===== src/rtl/escalonador_sensores.sv =====
// -----------------------------------------------------------------------------
// escalonador_sensores
// Shares one 16-bit response path among N_SENSORES DHT11 sensor controllers.
// Incoming command words are decoded by their address field, registered onto
// the broadcast bus and announced with a one-cycle request pulse to the
// addressed controller. Completed responses are collected round-robin from the
// controllers' ready flags and forwarded to the transmitter. The consumed
// handshake is then returned to the controller that was serviced.
//
// Ports:
//   clk, rst_n            system clock, asynchronous active-low reset
//   cmd_valid/cmd_word    command from the receiver ([4:0] addr, [11:8] opcode)
//   cmd_ready             command accepted this cycle
//   sinalRequest[N]       one-cycle request pulse per controller
//   comando[16]           registered command, broadcast to all controllers
//   bufferPronto[N]       per-controller response-ready flag
//   info[16*N]            per-controller response words, slice i = [16i+15:16i]
//   bufferUsado[N]        per-controller response-consumed flag
//   tx_dado/tx_valid      response word to the transmitter
//   tx_ready              transmitter accepts tx_dado
//   erro_timeout          sticky: a controller kept its ready flag too long
//
// Response FSM:
//   state  | meaning
//   OCIOSO | idle; pick pending error word or next ready controller
//   ENVIA  | present tx_dado to the transmitter until accepted
//   LIBERA | assert bufferUsado[sel] until the controller drops its ready flag
// -----------------------------------------------------------------------------
module escalonador_sensores #(
    parameter int N_SENSORES  = 4,
    parameter int PTR_W       = 2,
    parameter int TIMEOUT_LIB = 1000
) (
    input  logic                    clk,
    input  logic                    rst_n,
    input  logic                    cmd_valid,
    input  logic [15:0]             cmd_word,
    output logic                    cmd_ready,
    output logic [N_SENSORES-1:0]   sinalRequest,
    output logic [15:0]             comando,
    input  logic [N_SENSORES-1:0]   bufferPronto,
    input  logic [16*N_SENSORES-1:0] info,
    output logic [N_SENSORES-1:0]   bufferUsado,
    output logic [15:0]             tx_dado,
    output logic                    tx_valid,
    input  logic                    tx_ready,
    output logic                    erro_timeout
);

    localparam int TMR_W = $clog2(TIMEOUT_LIB + 1);

    typedef enum logic [1:0] {OCIOSO, ENVIA, LIBERA} estado_t;

    estado_t                 r_state, w_state_nxt;
    logic                    r_rdy_en;
    logic [N_SENSORES-1:0]   r_req;
    logic [15:0]             r_comando;
    logic                    r_erro_pendente;
    logic [15:0]             r_erro_word;
    logic [PTR_W-1:0]        r_ptr;
    logic [PTR_W-1:0]        r_sel;
    logic                    r_src_err;
    logic [15:0]             r_tx_dado;
    logic                    r_tx_valid;
    logic [N_SENSORES-1:0]   r_usado;
    logic                    r_erro_timeout;
    logic [TMR_W-1:0]        r_tmr;

    logic [4:0]              w_addr;
    logic                    w_accept;
    logic                    w_addr_ok;
    logic                    w_found;
    logic [PTR_W-1:0]        w_pick;
    int                      w_dist;
    int                      w_best;
    logic                    w_hs;
    logic                    w_load_err;
    logic                    w_load_rsp;
    logic                    w_clr_err;
    logic                    w_enter_lib;
    logic                    w_release;
    logic                    w_timeout;
    logic [PTR_W-1:0]        w_ptr_nxt;

    assign w_addr    = cmd_word[4:0];
    assign cmd_ready = r_rdy_en && !r_erro_pendente;
    assign w_accept  = cmd_valid && cmd_ready;
    assign w_addr_ok = 32'(w_addr) < N_SENSORES;
    assign w_hs      = r_tx_valid && tx_ready;
    assign w_ptr_nxt = (r_sel == PTR_W'(N_SENSORES - 1)) ? '0 : r_sel + 1'b1;

    // Round-robin pick: smallest forward distance from the pointer wins.
    always_comb begin
        w_found = 1'b0;
        w_pick  = '0;
        w_best  = N_SENSORES;
        w_dist  = 0;
        for (int i = 0; i < N_SENSORES; i++) begin
            w_dist = i - int'(r_ptr);
            if (w_dist < 0) w_dist = w_dist + N_SENSORES;
            if (bufferPronto[i] && (w_dist < w_best)) begin
                w_found = 1'b1;
                w_best  = w_dist;
                w_pick  = PTR_W'(i);
            end
        end
    end

    // Command dispatch, independent of the response FSM.
    always_ff @(posedge clk or negedge rst_n) begin
        if (!rst_n) begin
            r_rdy_en        <= 1'b0;
            r_req           <= '0;
            r_comando       <= '0;
            r_erro_word     <= '0;
            r_erro_pendente <= 1'b0;
        end else begin
            r_rdy_en <= 1'b1;
            r_req    <= '0;
            if (w_accept && w_addr_ok) begin
                r_comando <= cmd_word;
                r_req     <= N_SENSORES'(1) << w_addr;
            end
            // cmd_ready is low while an error is pending, so set and clear
            // can never coincide.
            if (w_accept && !w_addr_ok) begin
                r_erro_word     <= {7'b0, 4'b1110, w_addr};
                r_erro_pendente <= 1'b1;
            end else if (w_clr_err) begin
                r_erro_pendente <= 1'b0;
            end
        end
    end

    always_ff @(posedge clk or negedge rst_n) begin
        if (!rst_n) r_state <= OCIOSO;
        else        r_state <= w_state_nxt;
    end

    always_comb begin
        w_state_nxt = r_state;
        w_load_err  = 1'b0;
        w_load_rsp  = 1'b0;
        w_clr_err   = 1'b0;
        w_enter_lib = 1'b0;
        w_release   = 1'b0;
        w_timeout   = 1'b0;
        case (r_state)
            OCIOSO: begin
                if (r_erro_pendente) begin
                    w_load_err  = 1'b1;
                    w_state_nxt = ENVIA;
                end else if (w_found) begin
                    w_load_rsp  = 1'b1;
                    w_state_nxt = ENVIA;
                end
            end
            ENVIA: begin
                if (w_hs) begin
                    if (r_src_err) begin
                        w_clr_err   = 1'b1;
                        w_state_nxt = OCIOSO;
                    end else begin
                        w_enter_lib = 1'b1;
                        w_state_nxt = LIBERA;
                    end
                end
            end
            LIBERA: begin
                if (!bufferPronto[r_sel]) begin
                    w_release   = 1'b1;
                    w_state_nxt = OCIOSO;
                end else if (r_tmr == '0) begin
                    w_release   = 1'b1;
                    w_timeout   = 1'b1;
                    w_state_nxt = OCIOSO;
                end
            end
            default: w_state_nxt = OCIOSO;
        endcase
    end

    // Response datapath.
    always_ff @(posedge clk or negedge rst_n) begin
        if (!rst_n) begin
            r_tx_dado      <= '0;
            r_tx_valid     <= 1'b0;
            r_src_err      <= 1'b0;
            r_sel          <= '0;
            r_ptr          <= '0;
            r_usado        <= '0;
            r_tmr          <= '0;
            r_erro_timeout <= 1'b0;
        end else begin
            if (w_load_err) begin
                r_tx_dado <= r_erro_word;
                r_src_err <= 1'b1;
            end else if (w_load_rsp) begin
                r_tx_dado <= info[{w_pick, 4'b0000} +: 16];
                r_sel     <= w_pick;
                r_src_err <= 1'b0;
            end
            // tx_valid rises on the first ENVIA cycle, giving two cycles
            // from bufferPronto to tx_valid.
            r_tx_valid <= (r_state == ENVIA) && !w_hs;
            if (w_enter_lib) begin
                r_usado <= N_SENSORES'(1) << r_sel;
                r_tmr   <= TMR_W'(TIMEOUT_LIB - 1);
            end else if (r_state == LIBERA && r_tmr != '0) begin
                r_tmr <= r_tmr - 1'b1;
            end
            if (w_release) begin
                r_usado <= '0;
                r_ptr   <= w_ptr_nxt;
            end
            if (w_timeout) r_erro_timeout <= 1'b1;
        end
    end

    assign sinalRequest = r_req;
    assign comando      = r_comando;
    assign bufferUsado  = r_usado;
    assign tx_dado      = r_tx_dado;
    assign tx_valid     = r_tx_valid;
    assign erro_timeout = r_erro_timeout;

endmodule


===== config.mk =====
export PLATFORM = sky130hd
export DESIGN_NAME = escalonador_sensores
export DESIGN_NICKNAME = d
export VERILOG_FILES = /design/src/rtl/escalonador_sensores.sv
export SDC_FILE = /design/constraint.sdc
export NUM_CORES = 1
export LEC_CHECK = 0
export CORE_UTILIZATION = 45
export DETAILED_ROUTE_END_ITERATION = 10
export GPL_TIMING_DRIVEN = 0
export PLACE_DENSITY = 0.81
export SETUP_SLACK_MARGIN = 0.02
export SLEW_MARGIN = 5
export SYNTH_ARGS = -nofsm -noshare
export SYNTH_HDL_FRONTEND = slang
export SYNTH_SLANG_ARGS = --single-unit

===== constraint.sdc =====
create_clock -name clk -period 4.37 [get_ports clk]
set_input_delay 0.6555 -clock clk [delete_from_list [all_inputs] [get_ports clk]]
set_output_delay 0.6555 -clock clk [all_outputs]
set_load 0.01 [all_outputs]

==> summary.txt, run 1 <==
Critical path
  – Critical path class: in2reg
  – Critical path endpoint category: flip-flop
  – Setup crit start kind: input pin
  – Cell depth of the worst flop-to-flop path: 15
  – Crit path max-delay family: compound AO/OA/AOI/OAI gates
  – Crit path cell chain: clkdlybuf4s50_1 > buf_6 > o31a_1 > ha_1 > nor3_1 > o21ai_2 > a21o_1 > ha_1 > o21a_1 > o311a_1 > buf_6 > buf_4 > a32oi_1 > a22o_1
  – Crit path DAT: 4150 ps
  – Slowest stage delay, CP: 480 ps
  – Worst path required time: 4660 ps
  – Worst path slowest cell: clkdlybuf4s50_1
  – Stages on worst setup path: 14
  – Crit path max fanout: 10
  – Worst Path Buf+Inv: 4

Power and ir drop
  – Seq pwr share: 0.318
  – Clock power frac: 0.175
  – Max VDD drop: 0.338 mV
  – Switching power total: 1.20 mW
  – Power per cell area: 590 mW/mm^2
  – Internal power: 1.89 mW
  – Leakage: 2.18 nW
  – Net Sw Frac: 0.389
  – Combinational power share: 0.506

Run status
  – Outcome: finished clean

Clocking
  – Clock Path Buffers: 2
  – Post-CTS sizing: 0
  – Worst-path clk slew: 80 ps
  – TritonCTS Buffers: 9
  – Root Buffer: clkbuf_8
  – # clock sinks: 67
  – Post-CTS Setup Bufs: 0
  – CTS tree: built
  – Clk_lat worst skew: 350 ps
  – # hold bufs at CTS: 0
  – H-tree levels: 3

Synth
  – Syn avg cell area: 9.85 um^2
  – Main synth FF type: dfrtp_1
  – Most frequent cell after synthesis: dfrtp_1
  – Asr flop ratio synth: 1.00
  – Seq cells post-synth: 67
  – EDFF count, synth: 0
  – Yosys warning count: 0
  – Most frequent cells after synthesis: 67 x dfrtp_1, 66 x nand2_1, 17 x nor2_1, 14 x nor3_1
  – Mapped Nets: 463
  – Register area share after synthesis: 0.462
  – Top cell type by total area after synthesis: dfrtp_1
  – Largest cells by area after synthesis: dfrtp_1 46%, nand2_1 6.8%, mux2i_1 3.6%, ha_1 2.4%, or3_1 2.1%
  – Post-synthesis instance area: 0.00363 mm^2
  – Post-synth top area share: 0.462
  – Cell variety after synth: 59
  – Post-Synthesis Cells: 368

Drt
  – Drt drc: 0
  – Total Wirelength: 10,200 um
  – ANT nets after route: 0
  – 1st-pass router iterations: 5
  – WL/cell: 16.5 um
  – Routed vias: 3,473
  – DR iter-0 viols: 210
  – Vias per inst: 5.65

Layout
  – Area growth syn-to-layout: 44.8%
  – Nets: 603
  – Fraction of layout instances using a drive strength above 1: 0.0936
  – Ant diodes: 0

STA
  – Final count of negative-setup-slack endpoints: 0
  – Min Hold Slack: 411 ps
  – Clk_skew: 12.8 ps
  – Worst slew margin relative to its limit: 0.457
  – Setup TNS: 0 ps
  – Fin. max-slew vios: 0
  – RSZ-0062 raised after global routing: false
  – Maximum clock rate: 0.259 GHz
  – Slew at the pin with the worst max-slew slack: 815 ps
  – Period minus WS final: 3860 ps
  – Final hold viol count: 0
  – Tcrit/Tclk final: 0.883

Die
  – Ports: 131
  – Num rows: 32
  – Die area: 0.00842 mm^2
  – Core box area: 0.00777 mm^2
  – Initial Util: 0.467
  – Die Span Y: 91.8 um
  – Die width: 91.8 um

Hold path
  – HP Class: in2async

Global route
  – Largest net degree at the start of global routing: 68
  – Vias in the first global route: 3,526
  – Grt total ovfl: 0
  – Initial antenna violation count: 0
  – First-pass GRT wire length: 16,800 um
  – GRT Overall Usage: 0.253

Flow run
  – Max Cap Viol: 0

Placed design
  – Routability cong.: 0.872
  – DP HPWL: 7890 um
  – # port buffers: 129
-- sequential cells by signal, summed over array words and instances (netlist names), 2 cells and up --
register / flops
bufferUsado: 4
comando: 16
r_erro_word: 6
r_ptr: 2
r_sel: 2
r_state: 2
r_tmr: 10
sinalRequest: 4
tx_dado: 16
-- cell families after synthesis --
logic type,share of synthesized area
buf+inv,0.0455
other cells,0.00103
flops,0.462
mux,0.0607
xor+xnor,0.0169
fa+ha+maj,0.0242
simple gates,0.208
compound gates,0.181
-- power groups by stage --
| stage | clock network [mW] | registers [mW] | logic [mW] |
|---|---|---|---|
| 5_1_grt | 0.572 | 1.01 | 1.70 |
| 3_5_place_dp | 0 | 0.988 | 1.56 |
| 3_3_place_gp | 0 | 0.980 | 1.51 |
| 4_1_cts | 0.545 | 0.984 | 1.57 |
| 2_1_floorplan | 0 | 1.02 | 0.907 |
| 6_report | 0.543 | 0.986 | 1.57 |
-- metal layers --
| metal | wire (um) | vias to the layer above | GRT usage |
|---|---|---|---|
| li1 | - | 1623 | - |
| met1 | 4220 | 1688 | 0.316 |
| met2 | 5020 | 152 | 0.427 |
| met3 | 800 | 10 | 0.0663 |
| met4 | 130 | 0 | 0.0846 |
| met5 | 0 | - | 0 |
-- stage by stage --
| stage | power [mW] | cell area (um^2) | utilization | instances | setup WS (ps) |
|---|---|---|---|---|---|
| 2_1_floorplan | 1.92 | 3630 | - | 368 | 843 |
| 3_3_place_gp | 2.49 | 5040 | 0.649 | 599 | 293 |
| 3_5_place_dp | 2.55 | 5040 | 0.649 | 599 | 183 |
| 4_1_cts | 3.09 | 5250 | 0.676 | 615 | 541 |
| 5_1_grt | 3.28 | 5250 | 0.676 | 615 | 336 |
| 6_report | 3.10 | 5250 | 0.676 | 615 | 510 |
-- worst register-to-register path, cell delays in order, from the launching register on --
cell and delay (ps):
dfrtp_1 430, nand2b_4 190, nor2_1 90, o21ai_0 70, o31a_1 130, ha_1 260, nor3_1 380, o21ai_2 180
a21o_1 210, ha_1 310, o21a_1 150, o311a_1 320, buf_6 150, buf_4 180, a32oi_1 230, a22o_1 160
-- layout make-up --
cell class / instances / area, um^2
multi-input combinational: 274 / 1780
clock inverter: 6 / 71.3
timing repair buffer: 129 / 1290
inverter: 11 / 41.3
sequential: 67 / 1680
buffer: 16 / 124
fill: 622 / 2520
clock buffer: 10 / 138
tap: 102 / 128
-- placed cells by master (no fill, tap or decap), types with 4 or more instances in the layout --
cell               n
a21o_1             4
a21oi_1            9
a221o_1            5
a22o_1             8
a22oi_1            5
a32oi_1            8
and2_1             5
buf_6              6
clkbuf_1           5
clkbuf_8          10
clkdlybuf4s50_1  128
dfrtp_1           67
ha_1               7
inv_1             11
mux2_2             6
mux2i_1           13
nand2_1           66
nand3_1            8
nand4_1            5
nor2_1            17
nor2b_1            5
nor3_1            14
nor4_1             4
o211ai_1           4
o21ai_0           13
o21ai_1            5
o22ai_1            4
or3_1             12
xnor2_1            4
-- worst paths after layout --
path                             endpoint  slack [ps]       startpoint
max                           tx_dado[13]         510  bufferPronto[0]
min                           comando[14]         410            rst_n
max reg2reg                   tx_dado[13]         910         r_ptr[1]
min reg2reg                   comando[13]         480      comando[13]
max in group asynchronous  r_erro_word[0]        3430            rst_n
min in group clk              comando[13]         480      comando[13]
(Power assumes the default switching activity.)
==> run 2, diff against run 1 <==
--- a/config.mk
+++ b/config.mk
@@ -5,10 +5,12 @@
 export SDC_FILE = /design/constraint.sdc
 export NUM_CORES = 1
 export LEC_CHECK = 0
+export CORE_MARGIN = 2
 export CORE_UTILIZATION = 45
 export DETAILED_ROUTE_END_ITERATION = 10
 export GPL_TIMING_DRIVEN = 0
 export PLACE_DENSITY = 0.81
+export REMOVE_ABC_BUFFERS = 1
 export SETUP_SLACK_MARGIN = 0.02
 export SLEW_MARGIN = 5
 export SYNTH_ARGS = -nofsm -noshare
==> run 2 against run 1 <==
Compared with the run above: register-to-register slack is essentially flat; worst setup slack worse by 100 ps; utilization shrank 1.4 points; largest cell class unchanged; critical path type unchanged.
==> summary.txt, run 2 (synthesis results as in run 1) <==
STA
  – Slew at the pin with the worst max-slew slack: 936 ps (+121 ps)
  – Worst setup margin: 407 ps (-103 ps)
  – Tcrit/Tclk final: 0.907 (+0.0237)
  – RSZ-0062 raised after global routing: false
  – Maximum clock rate: 0.252 GHz (-2.6%)
  – Clk_skew: 13.4 ps (+0.571 ps)
  – Worst slew margin relative to its limit: 0.376 (-0.0809)
  – Fin. max-slew vios: 0 (unchanged)
  – Final hold viol count: 0 (unchanged)
  – Final count of negative-setup-slack endpoints: 0 (unchanged)
  – Period minus WS final: 3960 ps (+103 ps)

Clocking
  – Root Buffer: clkbuf_8
  – CTS tree: built
  – Clk_lat worst skew: 350 ps (about the same)
  – H-tree levels: 3 (unchanged)
  – Worst-path clk slew: 80 ps (about the same)
  – # hold bufs at CTS: 0 (unchanged)
  – TritonCTS Buffers: 9 (unchanged)
  – # clock sinks: 67 (unchanged)
  – Clock Path Buffers: 2 (unchanged)

Power and ir drop
  – Leakage: 2.12 nW (-2.8%)
  – Power per cell area: 575 mW/mm^2 (-2.5%)
  – Max VDD drop: 0.250 mV (-26%)
  – Overall Power: 2.96 mW (-4.5%)

Critical path
  – Crit path DAT: 4250 ps (+100 ps)
  – Reg2reg start: r_ptr[0]
  – Cell depth of the worst flop-to-flop path: 13 (-2)
  – Worst path required time: 4650 ps (about the same)
  – Critical path endpoint category: flip-flop
  – Crit path max-delay family: compound AO/OA/AOI/OAI gates
  – Worst setup endpoint: tx_dado[2]
  – Crit path cell chain: clkdlybuf4s50_1 > inv_1 > o31a_1 > ha_1 > nor3_1 > o21ai_2 > a21o_1 > ha_1 > o21a_1 > o311a_2 > a221o_1 > o21ai_1
  – Critical path class: in2reg
  – Worst path slowest cell: clkdlybuf4s50_1
  – Setup crit start kind: input pin
  – CP dominant cell by count: ha_1
  – Slowest stage delay, CP: 650 ps (+170 ps)
  – Crit path max fanout: 17 (+7)
  – Stages on worst setup path: 12 (-2)
  – Worst Path Buf+Inv: 2 (-2)
  – R2R Setup Slk: 900 ps (about the same)
  – Crit path launch: bufferPronto[1]
  – Terminus of the critical flop-to-flop path: tx_dado[2]

Layout
  – Fraction of layout instances using a drive strength above 1: 0.0802 (-0.0134)
  – Most frequent cells in the layout: 129 x clkdlybuf4s50_1, 67 x dfrtp_1, 66 x nand2_1
  – Most common cell after layout, fill and taps aside: clkdlybuf4s50_1
  – Sequential Area: 0.00168 mm^2 (unchanged)
  – Area growth syn-to-layout: 41.9%
  – Nets: 589 (-2.3%)
  – Final cell count without fillers: 601 (-2.3%)
  – Area of the multi-input gates: 0.00179 mm^2 (+0.42%)
  – Ant diodes: 0 (unchanged)
  – Layout fillers: 638 (+2.6%)

Drt
  – WL/cell: 15.7 um (-5.0%)
  – Total Wirelength: 9440 um (-7.2%)
  – Drt drc: 0 (unchanged)
  – Routed vias: 3,315 (-4.5%)
  – ANT nets after route: 0 (unchanged)
  – Vias per inst: 5.52 (-2.3%)
  – DR iter-0 viols: 108 (-49%)
  – 1st-pass router iterations: 6 (+1)

Global route
  – First-pass GRT wire length: 15,200 um (-9.2%)
  – Initial antenna violation count: 0 (unchanged)
  – Largest net degree at the start of global routing: 68 (unchanged)
  – M2 GR Usage: 0.376 (-0.0505)
  – GRT Overall Usage: 0.222 (-0.0312)
  – Grt total ovfl: 0 (unchanged)
  – Met1 usage in global routing: 0.259 (-0.0564)
  – Vias in the first global route: 3,301 (-6.4%)
  – Busiest layer in global routing: met2
  – Met3 Usage GRT: 0.0682 (+0.00188)

Die
  – Die width: 93.8 um (+2.2%)
  – Die area: 0.00879 mm^2 (+4.4%)
  – Initial Util: 0.467 (unchanged)
  – Die Span Y: 93.8 um (+2.2%)
  – Core box area: 0.00777 mm^2 (unchanged)
  – Num rows: 32 (unchanged)
  – Ports: 131 (unchanged)

Run status
  – Outcome: finished clean

Placed design
  – # port buffers: 130 (+0.78%)
  – Routability cong.: 0.851 (-2.4%)
  – Cells after DPL: 585 (-2.3%)
  – DP HPWL: 7160 um (-9.2%)
  – Pre-CTS WS: -50.9 ps (-234 ps)

Hold path
  – HP Class: in2async

Flow run
  – Max Cap Viol: 0 (unchanged)
-- run 2: changes by cell type in the layout (fill, tap and decap cells not counted), sizes merged --
cell           previous run  this run
clkdlybuf4s50           128       129
inv                      13        12
buf                      12         2
clkinv                    1         3
clkbuf                   15         9
-- run 2: power by group --
group	internal [mW]	switching, mW
Sequential	0.827	0.154
Combinational	0.715	0.739
Clock	0.266	0.257
-- run 2: layout make-up --
| cell class | count | area share |
|---|---|---|
| sequential | 67 | 0.326 |
| timing repair buffer | 131 | 0.254 |
| multi-input combinational | 274 | 0.348 |
| tap | 102 | 0.0248 |
| clock inverter | 7 | 0.0148 |
| clock buffer | 9 | 0.0241 |
| inverter | 11 | 0.00803 |
-- run 2: worst min-delay path by stage --
stage | end | slack [ps] | cells past startpoint
finish | tx_dado[12] | 380 | 1
global route | tx_dado[12] | 460 | 1
CTS | tx_dado[12] | 430 | 1
detailed placement | comando[13] | 470 | 2
global placement | comando[15] | 460 | 2
floorplan | bufferUsado[0] | 360 | 0
-- run 2: stage by stage --
step / TNS [ps] / hold slack, ps / area [um^2] / utilization
final: 0 / 384 / 5140 / 0.662
after detailed placement: -222 / 466 / 4940 / 0.636
after global routing: 0 / 458 / 5140 / 0.662
after floorplan: 0 / 360 / 3500 / -
after CTS: 0 / 430 / 5140 / 0.662
after global placement: 0 / 457 / 4930 / 0.635
-- run 2: routing by layer --
layer | share of wire | routed length (um) | vias up
met5 | 0 | 0 | -
met4 | 0.025 | 235 | 0
met3 | 0.086 | 812 | 18
met2 | 0.48 | 4560 | 143
met1 | 0.41 | 3840 | 1559
li1 | - | - | 1595
-- run 2: timing repair --
action                     in CTS  in global routing
setup endpoints to repair       0                  1
resized for setup               0                  1
buffers inserted                0                  0
==> run 3, diff against run 2 <==
--- a/config.mk
+++ b/config.mk
@@ -10,7 +10,6 @@
 export DETAILED_ROUTE_END_ITERATION = 10
 export GPL_TIMING_DRIVEN = 0
 export PLACE_DENSITY = 0.81
-export REMOVE_ABC_BUFFERS = 1
 export SETUP_SLACK_MARGIN = 0.02
 export SLEW_MARGIN = 5
 export SYNTH_ARGS = -nofsm -noshare
==> run 3 against run 2 <==
Compared with the run above: sequential share of layout area down 0.78 points; worst hold slack better by 30 ps; sequential power up 0.4%; critical path type unchanged.
==> summary.txt, run 3 (synthesis results as in run 1) <==
STA
  – Slew at the pin with the worst max-slew slack: 822 ps (-114 ps)
  – Maximum clock rate: 0.257 GHz (+1.8%)
  – Final count of negative-setup-slack endpoints: 0 (unchanged)
  – Clk_skew: 8.58 ps (-4.83 ps)
  – RSZ-0062 raised after global routing: false
  – Final hold viol count: 0 (unchanged)
  – Worst slew margin relative to its limit: 0.452 (+0.0763)
  – Period minus WS final: 3890 ps (-68.4 ps)
  – Setup TNS: 0 ps (unchanged)
  – Fin. max-slew vios: 0 (unchanged)
  – Tcrit/Tclk final: 0.891 (-0.0157)

Critical path
  – Cell depth of the worst flop-to-flop path: 14 (+1)
  – Critical path endpoint category: flip-flop
  – Critical path class: in2reg
  – Crit path DAT: 4130 ps (-120 ps)
  – Worst path required time: 4600 ps (-50 ps)
  – Setup crit start kind: input pin
  – R2R Setup Slk: 860 ps (-40 ps)
  – Crit path max fanout: 10 (-7)

Drt
  – 1st-pass router iterations: 5 (-1)
  – Drt drc: 0 (unchanged)
  – Routed vias: 3,461 (+4.4%)
  – Total Wirelength: 10,200 um (+8.5%)
  – WL/cell: 16.7 um (+6.0%)
  – Vias per inst: 5.63 (+2.0%)
  – ANT nets after route: 0 (unchanged)
  – DR iter-0 viols: 168 (+56%)

Hold path
  – HP Class: in2async

Placed design
  – Area post-placement: 0.00504 mm^2 (+2.0%)
  – Routability cong.: 0.874 (+2.7%)
  – DP HPWL: 7810 um (+9.1%)
  – # port buffers: 129 (-0.77%)

Layout
  – Most common cell after layout, fill and taps aside: clkdlybuf4s50_1
  – Most frequent cells in the layout: 128 x clkdlybuf4s50_1, 67 x dfrtp_1, 66 x nand2_1
  – Area growth syn-to-layout: 45.3%
  – Fraction of layout instances using a drive strength above 1: 0.0916 (+0.0115)
  – Nets: 603 (+2.4%)
  – Final Cell Area: 0.00527 mm^2 (+2.5%)
  – Ant diodes: 0 (unchanged)

Global route
  – Vias in the first global route: 3,431 (+3.9%)
  – Grt total ovfl: 0 (unchanged)
  – Initial antenna violation count: 0 (unchanged)
  – GRT Overall Usage: 0.239 (+0.0175)
  – First-pass GRT wire length: 16,500 um (+7.9%)
  – Largest net degree at the start of global routing: 68 (unchanged)

Clocking
  – Clk_lat worst skew: 340 ps (about the same)
  – Clock Path Buffers: 2 (unchanged)
  – TritonCTS Buffers: 9 (unchanged)
  – H-tree levels: 3 (unchanged)
  – Post-CTS Setup Bufs: 0 (unchanged)
  – Root Buffer: clkbuf_8
  – Post-CTS sizing: 0 (unchanged)
  – # clock sinks: 67 (unchanged)
  – Worst-path clk slew: 80 ps (about the same)
  – # hold bufs at CTS: 0 (unchanged)
  – CTS tree: built

Run status
  – Outcome: finished clean

Power and ir drop
  – Overall Power: 3.14 mW (+6.2%)
  – Power per cell area: 596 mW/mm^2 (+3.6%)
  – Max VDD drop: 0.290 mV (+16%)
  – Leakage: 2.19 nW (+3.5%)

Die
  – Initial Util: 0.467 (unchanged)
  – Die width: 93.8 um (unchanged)
  – Ports: 131 (unchanged)
  – Core box area: 0.00777 mm^2 (unchanged)
  – Die area: 0.00879 mm^2 (unchanged)
  – Die Span Y: 93.8 um (unchanged)
  – Num rows: 32 (unchanged)

Flow run
  – Max Cap Viol: 0 (unchanged)
==> run 3: changes by cell type in the layout (fill, tap and decap cells not counted), moves of 2 or more <==
cell | previous run | this run
clkinv_4 | 2 | 0
clkbuf_1 | 0 | 6
clkbuf_8 | 9 | 11
buf_6 | 0 | 6
buf_2 | 0 | 3
==> run 3: worst paths after layout <==
kind / startpoint / endpoint
setup / recovery: bufferPronto[0] / tx_dado[14]
hold / removal: rst_n / comando[5]
setup reg to reg: r_ptr[1] / tx_dado[14]
hold reg to reg: erro_timeout / erro_timeout
max in group asynchronous: rst_n / tx_dado[0]
min in group clk: erro_timeout / erro_timeout
==> run 3: area by class of cell <==
type                    count  area, um^2
flip-flops and latches     67        1680
clock inverters             4        72.6
fillers                   620        2500
well taps                 102         128
multi-input cells         274        1780
plain buffers              16         124
clock buffers              12         155
repair buffers            129        1290
inverters                  11        41.3
==> run 3: critical path: stages <==
cell,delay [ps]
clkdlybuf4s50_1,480
buf_6,180
o31a_1,310
ha_1,260
nor3_1,410
o21ai_2,180
a21o_1,210
ha_1,300
a21o_1,210
o221a_4,270
buf_6,140
or3_1,310
a22o_1,210
==> run 3: layer usage <==
layer / share of wire / vias to the layer above / GRT usage
met2: 0.48 / 138 / 0.390
met5: 0 / - / 0
li1: - / 1626 / -
met3: 0.073 / 17 / 0.0602
met4: 0.016 / 0 / 0.0833
met1: 0.43 / 1680 / 0.310
==> run 3: where the power goes <==
part	total [mW]	internal [mW]	switching, mW
combinational	1.57	0.782	0.786
sequential	0.985	0.827	0.158
clock	0.588	0.352	0.236
==> run 3: metrics by stage <==
| step | hold WS [ps] | setup slack (ps) | utilization | instances |
|---|---|---|---|---|
| 2_1_floorplan | 360 | 843 | - | 368 |
| 3_3_place_gp | 460 | 282 | 0.649 | 599 |
| 3_5_place_dp | 462 | 167 | 0.649 | 599 |
| 4_1_cts | 438 | 544 | 0.678 | 615 |
| 5_1_grt | 459 | 300 | 0.678 | 615 |
| 6_report | 414 | 475 | 0.678 | 615 |
